$ cat src/rtl/bootrom_arbiter.sv
// bootrom_arbiter: shares the single read port of the 2048x32 boot ROM between
// instruction fetch (r0) and the debug/system bus (r1), one transaction at a time.
module bootrom_arbiter #(
    parameter logic [31:0] BASE_ADDR  = 32'h0001_0000,
    parameter int          DEPTH_LOG2 = 11
) (
    input  logic                  clock,
    input  logic                  reset,

    input  logic                  r0_req_valid,
    output logic                  r0_req_ready,
    input  logic [31:0]           r0_req_addr,
    output logic                  r0_resp_valid,
    input  logic                  r0_resp_ready,
    output logic [31:0]           r0_resp_data,
    output logic                  r0_resp_err,

    input  logic                  r1_req_valid,
    output logic                  r1_req_ready,
    input  logic [31:0]           r1_req_addr,
    output logic                  r1_resp_valid,
    input  logic                  r1_resp_ready,
    output logic [31:0]           r1_resp_data,
    output logic                  r1_resp_err,

    output logic                  rom_me,
    output logic                  rom_oe,
    output logic [DEPTH_LOG2-1:0] rom_address,
    input  logic [31:0]           rom_q
);

    // state   | meaning
    // IDLE    | arbitrate between requesters, accept at most one request
    // ISSUE   | rom_me high with the latched word index on rom_address
    // CAPTURE | rom_oe high, rom_q registered into the response word
    // RESP    | response held for the latched requester until resp_ready

    typedef enum logic [1:0] {
        IDLE    = 2'd0,
        ISSUE   = 2'd1,
        CAPTURE = 2'd2,
        RESP    = 2'd3
    } state_t;

    // 33-bit window bounds so BASE_ADDR + size cannot wrap past 2^32
    localparam logic [32:0] BASE_EXT  = {1'b0, BASE_ADDR};
    localparam logic [32:0] LIMIT_EXT = BASE_EXT + (33'd4 << DEPTH_LOG2);

    state_t                state_q, state_d;
    logic                  rr_q, rr_d;
    logic                  id_q, id_d;
    logic                  err_q, err_d;
    logic [31:0]           data_q, data_d;
    logic [DEPTH_LOG2-1:0] addr_q, addr_d;

    logic                  gnt_valid;
    logic                  gnt_id;
    logic [31:0]           sel_addr;
    logic [31:0]           offset;
    logic [DEPTH_LOG2-1:0] sel_idx;
    logic                  sel_err;
    logic                  sel_resp_ready;
    logic                  unused_offset;

    always_comb begin
        gnt_valid = 1'b0;
        gnt_id    = 1'b0;
        if (state_q == IDLE && !reset) begin
            if (r0_req_valid && r1_req_valid) begin
                gnt_valid = 1'b1;
                gnt_id    = rr_q;
            end else if (r0_req_valid) begin
                gnt_valid = 1'b1;
                gnt_id    = 1'b0;
            end else if (r1_req_valid) begin
                gnt_valid = 1'b1;
                gnt_id    = 1'b1;
            end
        end
    end

    assign sel_addr      = gnt_id ? r1_req_addr : r0_req_addr;
    assign offset        = sel_addr - BASE_ADDR;
    assign sel_idx       = offset[DEPTH_LOG2+1:2];
    assign unused_offset = ^{offset[31:DEPTH_LOG2+2], offset[1:0]};

    assign sel_err = (sel_addr[1:0] != 2'b00)
                   || ({1'b0, sel_addr} < BASE_EXT)
                   || ({1'b0, sel_addr} >= LIMIT_EXT);

    assign sel_resp_ready = id_q ? r1_resp_ready : r0_resp_ready;

    always_comb begin
        state_d = state_q;
        rr_d    = rr_q;
        id_d    = id_q;
        err_d   = err_q;
        data_d  = data_q;
        addr_d  = addr_q;
        case (state_q)
            IDLE: begin
                if (gnt_valid) begin
                    id_d  = gnt_id;
                    err_d = sel_err;
                    rr_d  = ~gnt_id;
                    if (sel_err) begin
                        // error transactions skip the ROM and leave rom_address untouched
                        data_d  = 32'h0;
                        state_d = RESP;
                    end else begin
                        addr_d  = sel_idx;
                        state_d = ISSUE;
                    end
                end
            end
            ISSUE: begin
                state_d = CAPTURE;
            end
            CAPTURE: begin
                data_d  = rom_q;
                state_d = RESP;
            end
            RESP: begin
                if (sel_resp_ready) begin
                    state_d = IDLE;
                end
            end
            default: begin
                state_d = IDLE;
            end
        endcase
    end

    always_ff @(posedge clock) begin
        if (reset) begin
            state_q <= IDLE;
            rr_q    <= 1'b0;
            id_q    <= 1'b0;
            err_q   <= 1'b0;
            data_q  <= 32'h0;
            addr_q  <= '0;
        end else begin
            state_q <= state_d;
            rr_q    <= rr_d;
            id_q    <= id_d;
            err_q   <= err_d;
            data_q  <= data_d;
            addr_q  <= addr_d;
        end
    end

    assign r0_req_ready  = gnt_valid && !gnt_id;
    assign r1_req_ready  = gnt_valid && gnt_id;

    assign r0_resp_valid = (state_q == RESP) && !id_q;
    assign r1_resp_valid = (state_q == RESP) && id_q;
    assign r0_resp_data  = r0_resp_valid ? data_q : 32'h0;
    assign r1_resp_data  = r1_resp_valid ? data_q : 32'h0;
    assign r0_resp_err   = r0_resp_valid && err_q;
    assign r1_resp_err   = r1_resp_valid && err_q;

    assign rom_me        = (state_q == ISSUE);
    assign rom_oe        = (state_q == CAPTURE);
    assign rom_address   = addr_q;

endmodule
$ cat config.mk
export PLATFORM = sky130hd
export DESIGN_NAME = bootrom_arbiter
export DESIGN_NICKNAME = d
export VERILOG_FILES = /design/src/rtl/bootrom_arbiter.sv
export SDC_FILE = /design/constraint.sdc
export NUM_CORES = 1
export LEC_CHECK = 0
export BUFFER_PORTS_ARGS = -buffer_cell sky130_fd_sc_hd__buf_2
export CAP_MARGIN = 20
export CORE_UTILIZATION = 44
export DETAILED_ROUTE_END_ITERATION = 7
export PLACE_DENSITY = 0.86
export SLEW_MARGIN = 15
export SYNTH_ARGS = -nofsm -noshare
export SYNTH_HDL_FRONTEND = slang
export SYNTH_SLANG_ARGS = --single-unit
$ cat constraint.sdc
create_clock -name clock -period 3.5 [get_ports clock]
set_input_delay 1.05 -clock clock [delete_from_list [all_inputs] [get_ports clock]]
set_output_delay 1.05 -clock clock [all_outputs]
set_load 0.02 [all_outputs]
Yosys cells after proc, flatten, opt, wreduce, memory -nomap -nowiden:

Index checks and enable logic that the tools add are counted.

* $lt $le $gt $ge: 2
* reductions and logical operators: 20
* bitwise logic cells: 2
* equal/unequal tests: 6
* muxes and demuxes: 18
* add/subtract/negate cells: 1

Operator list (count)
* 32-bit 2-to-1 mux: 5
* 32-bit one-hot mux with 2 select lines: 1
* 32-bit by 17-bit >= comparator with 1-bit output (second input constant): 1
* 32-bit by 17-bit less-than comparator with 1-bit output (second input constant): 1
* 13-bit by 1-bit subtractor with 13-bit output (second input constant): 1
* 1-bit logical AND: 8
* 1-bit 2-to-1 mux: 8
* 2-bit one-hot mux with 4 select lines: 1
* 2-bit 2-to-1 mux: 3
* 2-bit inequality test (second input constant): 3
* 3-bit AND reduction: 2
* 2-bit == test (second input constant): 2
* 2-bit AND reduction: 2
* 2-bit nonzero test: 2
* 1-bit zero test: 3
* 2-bit by 1-bit == test with 1-bit output (second input constant): 1
* 2-bit zero test: 1
* 1-bit logical OR: 2
* 1-bit NOT: 2

* logic and storage cells: 55
* input bits: 102
* output and inout port bits: 83
* register bits: 48

Depth between registers and ports, before layout:

* word-level depth: 11
* mapped depth: 8
* mapped depth without buffers: 7

Worst setup path before layout:

No wires, ideal clock.

* kind: input port to output port
* start: input port reset
* end: output port r0_req_ready
* stages on the path: 3
* path slack: 0.650 ns
* buffers on the path: 0
* required time: 2.450 ns
* arrival time: 1.800 ns
* path through: and2b_2 -> o21ai_0 -> a21oi_1

* cells in the longest elaborated chain, start to end: 5
* elaborated cells on any way between the ends: 6
* classes of those cells: mux (2); reduce/logical (4)

Ends and longest elaborated chain
* from (decl): line 8 `input logic reset,`
* 1-bit zero test (*): line 68 `if (state_q == IDLE && !reset) begin`
* 1-bit logical AND (*): line 68
* 1-bit 2-to-1 mux: line 68
* 1-bit zero test: line 152 `assign r0_req_ready = gnt_valid && !gnt_id;`
* 1-bit logical AND (*): line 152
* to (decl): line 11 `output logic r0_req_ready,`

Every way passes the cells marked *; elsewhere a longest branch is shown, timed or not.

Worst setup path in the final report:

Same ends and word-level chain as after synthesis.

==> out/results.ini <==
[setup_path]
r2r_end = rom_address[6]
worstSetupPathType = in2out
path_buf_inv = 2
cp_slowest_cell = and2b_2
timing.reg2reg.setup_slack_ps = 980
worst-path-max-fanout = 4
startpoint_type = input pin
worstSetupEndpointType = primary output
max_stage_delay_ps = 250
path_cells = buf_2, and2b_2, o21ai_0, a21oi_1, buf_2
cp_common_cell = buf_2
arrival_ps = 1990
reg2regPathDepth = 9
r2r_start = state_q[0]
cp.required_ps = 2450
path_delay_family = compound AO/OA/AOI/OAI gates

[floorplanning]
num_rows = 27
die_h_um = 77.7
core_region_area_um2 = 5510
initial_core_util = 0.458
die-area_um2 = 6030
io_pins = 185
die_w_um = 77.7

[yosys]
synth.net_count = 375
yosysTopAreaCellShare = 0.381
ys_ff_latch = 48
async_reset_ff_frac = 0
syn_area_per_cell_um2 = 9.40
synth_edf_count = 0
ys_seq_area_frac = 0.381
synth_warnings = 0
synth_area_leaders = dfxtp_1, a22o_1, and2_1
synth-main-ff-cell = dfxtp_1
synthDistinctLibCells = 34
synth_area_leader_cell = dfxtp_1
synth_cells = 268
syn_area_um2 = 2520

[power]
pwr_density_cell_nw_per_um2 = 446
swShare = 0.353
leakage_nw = 2.12
power_frac_seq = 0.458
clockPowerShare = 0.216
p_int_mw = 1.04
power_switching_uw = 569
comb_power_share = 0.325
peakVddDrop_uv = 198

[hold_path]
min-delay-start = rr_q
hold_path.class = reg2reg
min_delay_worst_endpoint = rr_q
whs_path_depth = 1

[clocking]
cts.root.buffer_cell = clkbuf_8
path_clk_slew_ps = 90
tritoncts = built
cts_max_path_buffers = 2
cts_hold_buf = 0
numCtsBuffers = 5
h-tree-depth = 2
cts.sinks = 48
clk_latency_ps = 300
post_cts_buffers = 0
ctsResizeCount = 0

[detailed_routing]
final_antenna_net_count = 0
viasPerCell = 5.15
drt_pass1_iterations = 4
drc = 0
drtIter0Drc = 66
avgRoutedWirePerCell_um = 13.9
vias = 2690
routed_wl_um = 7250

[global_route]
grt_pass1_vias = 2450
antenna_found_initial = 0
use_met3 = 0.0435
grt_pass1_wl_um = 11200
grt_max_degree = 35
grt_use_total = 0.235
grt_use_met1 = 0.255
grt_overflow = 0
top_usage_layer = met2
met2_usage = 0.457

[run_status]
outcome = completed

[sta]
finalWorstSetupSlack_ps = 456
finalCritPeriodShare = 0.870
fmax_mhz = 329
tns_ps = 0
max_slew_margin = 0.650
final-max-slew-violation-count = 0
hold_viol = 0
fin_skew_ps = 7.38
rsz0062_at_grt = false
setup_viol = 0
tightest_slew_ps = 525
layout_min_cycle_time_ps = 3040

[placement]
dpl_worst_slack_ps = 479
dpl_cell_area_um2 = 3520
port_buffers = 184
gp_congestion = 0.787
hpwlAfterDp_um = 5520

[final_layout]
nets = 556
fin_area_um2 = 3610
fillers = 475
drive_gt1_frac = 0.487
synthToLayoutAreaGrowth_pct = 43.4
antennaDiodeCount = 0
seqCellArea_um2 = 961
multi_input_area_um2 = 1450

[run]
max_cap_viol_count = 0

-- cell usage in the layout (no fill, tap or decap), types with 2 or more instances in the layout --
master | synthesis | layout
nor4b_1 | 2 | 2
nand2_1 | 2 | 2
buf_4 | 0 | 10
nand4_1 | 2 | 2
mux2_2 | 11 | 11
clkbuf_8 | 0 | 6
ha_1 | 5 | 5
and2_1 | 34 | 34
nor2b_1 | 14 | 13
inv_1 | 5 | 5
mux2i_1 | 11 | 11
o21ai_0 | 3 | 3
dfxtp_1 | 48 | 48
buf_2 | 5 | 184
a311oi_1 | 2 | 2
and3_1 | 33 | 33
nor3_1 | 3 | 3
nor2_1 | 16 | 16
nand2b_1 | 4 | 4
a21oi_1 | 2 | 2
nor4_1 | 6 | 6
a22o_1 | 32 | 32
-- metrics by stage --
stage	instances	utilization	total power [mW]	hold slack [ps]
floorplan	268	-	1.09	440
global placement	514	0.639	1.25	459
detailed placement	514	0.639	1.28	466
CTS	522	0.656	1.63	487
global route	522	0.656	1.72	511
finish	522	0.656	1.61	487
-- flip-flops by register name (all words and copies together) (netlist names) --
signal       cells
rr_q             1
data_q          32
rom_address     11
err_q            1
id_q             1
state_q          2
-- kinds of logic after synthesis --
kind of cell,synth area share
flip-flops,0.381
multiplexers,0.0929
buffers and inverters,0.0487
AND/OR/NAND/NOR,0.298
adder cells (fa/ha/maj),0.0248
AO/OA/AOI/OAI,0.154
-- synthesized netlist by cell type (6+ instances only) --
cell / instances
nor2_1: 16
a22o_1: 32
mux2i_1: 11
clkbuf_1: 12
nor4_1: 6
nor2b_1: 14
and2_1: 34
and3_1: 33
dfxtp_1: 48
mux2_2: 11
-- worst max-delay path by stage --
stage | start | endpoint | depth (start not counted) | slack, ps
after floorplan | reset | r0_req_ready | 3 | 650
after global placement | reset | r0_req_ready | 5 | 500
after detailed placement | reset | r0_req_ready | 5 | 480
after CTS | reset | r0_req_ready | 5 | 470
after global routing | reset | r0_req_ready | 5 | 420
final | reset | r0_req_ready | 5 | 460
-- metal layers --
metal  part of all wire  wire length [um]  vias up
li1                   -                 -     1322
met1               0.39              2790     1234
met2               0.54              3920      128
met3              0.064               467        6
met4             0.0087                63        0
met5                  0                 0        -
-- final cells by class --
type,count,area share
Clock inverter,2,0.00381
Sequential cell,48,0.266
Clock buffer,6,0.0228
Inverter,5,0.00519
Multi-Input combinational cell,195,0.402
Tap cell,72,0.0249
Timing Repair Buffer,194,0.276
-- power by group through the flow --
stage / Combinational (mW) / Sequential (mW) / Clock [mW]
global route: 0.577 / 0.757 / 0.383
finish: 0.525 / 0.739 / 0.349
detailed placement: 0.527 / 0.749 / 0
floorplan: 0.378 / 0.717 / 0
CTS: 0.529 / 0.738 / 0.362
global placement: 0.509 / 0.744 / 0
No activity file was read; power rests on OpenSTA's default activity.
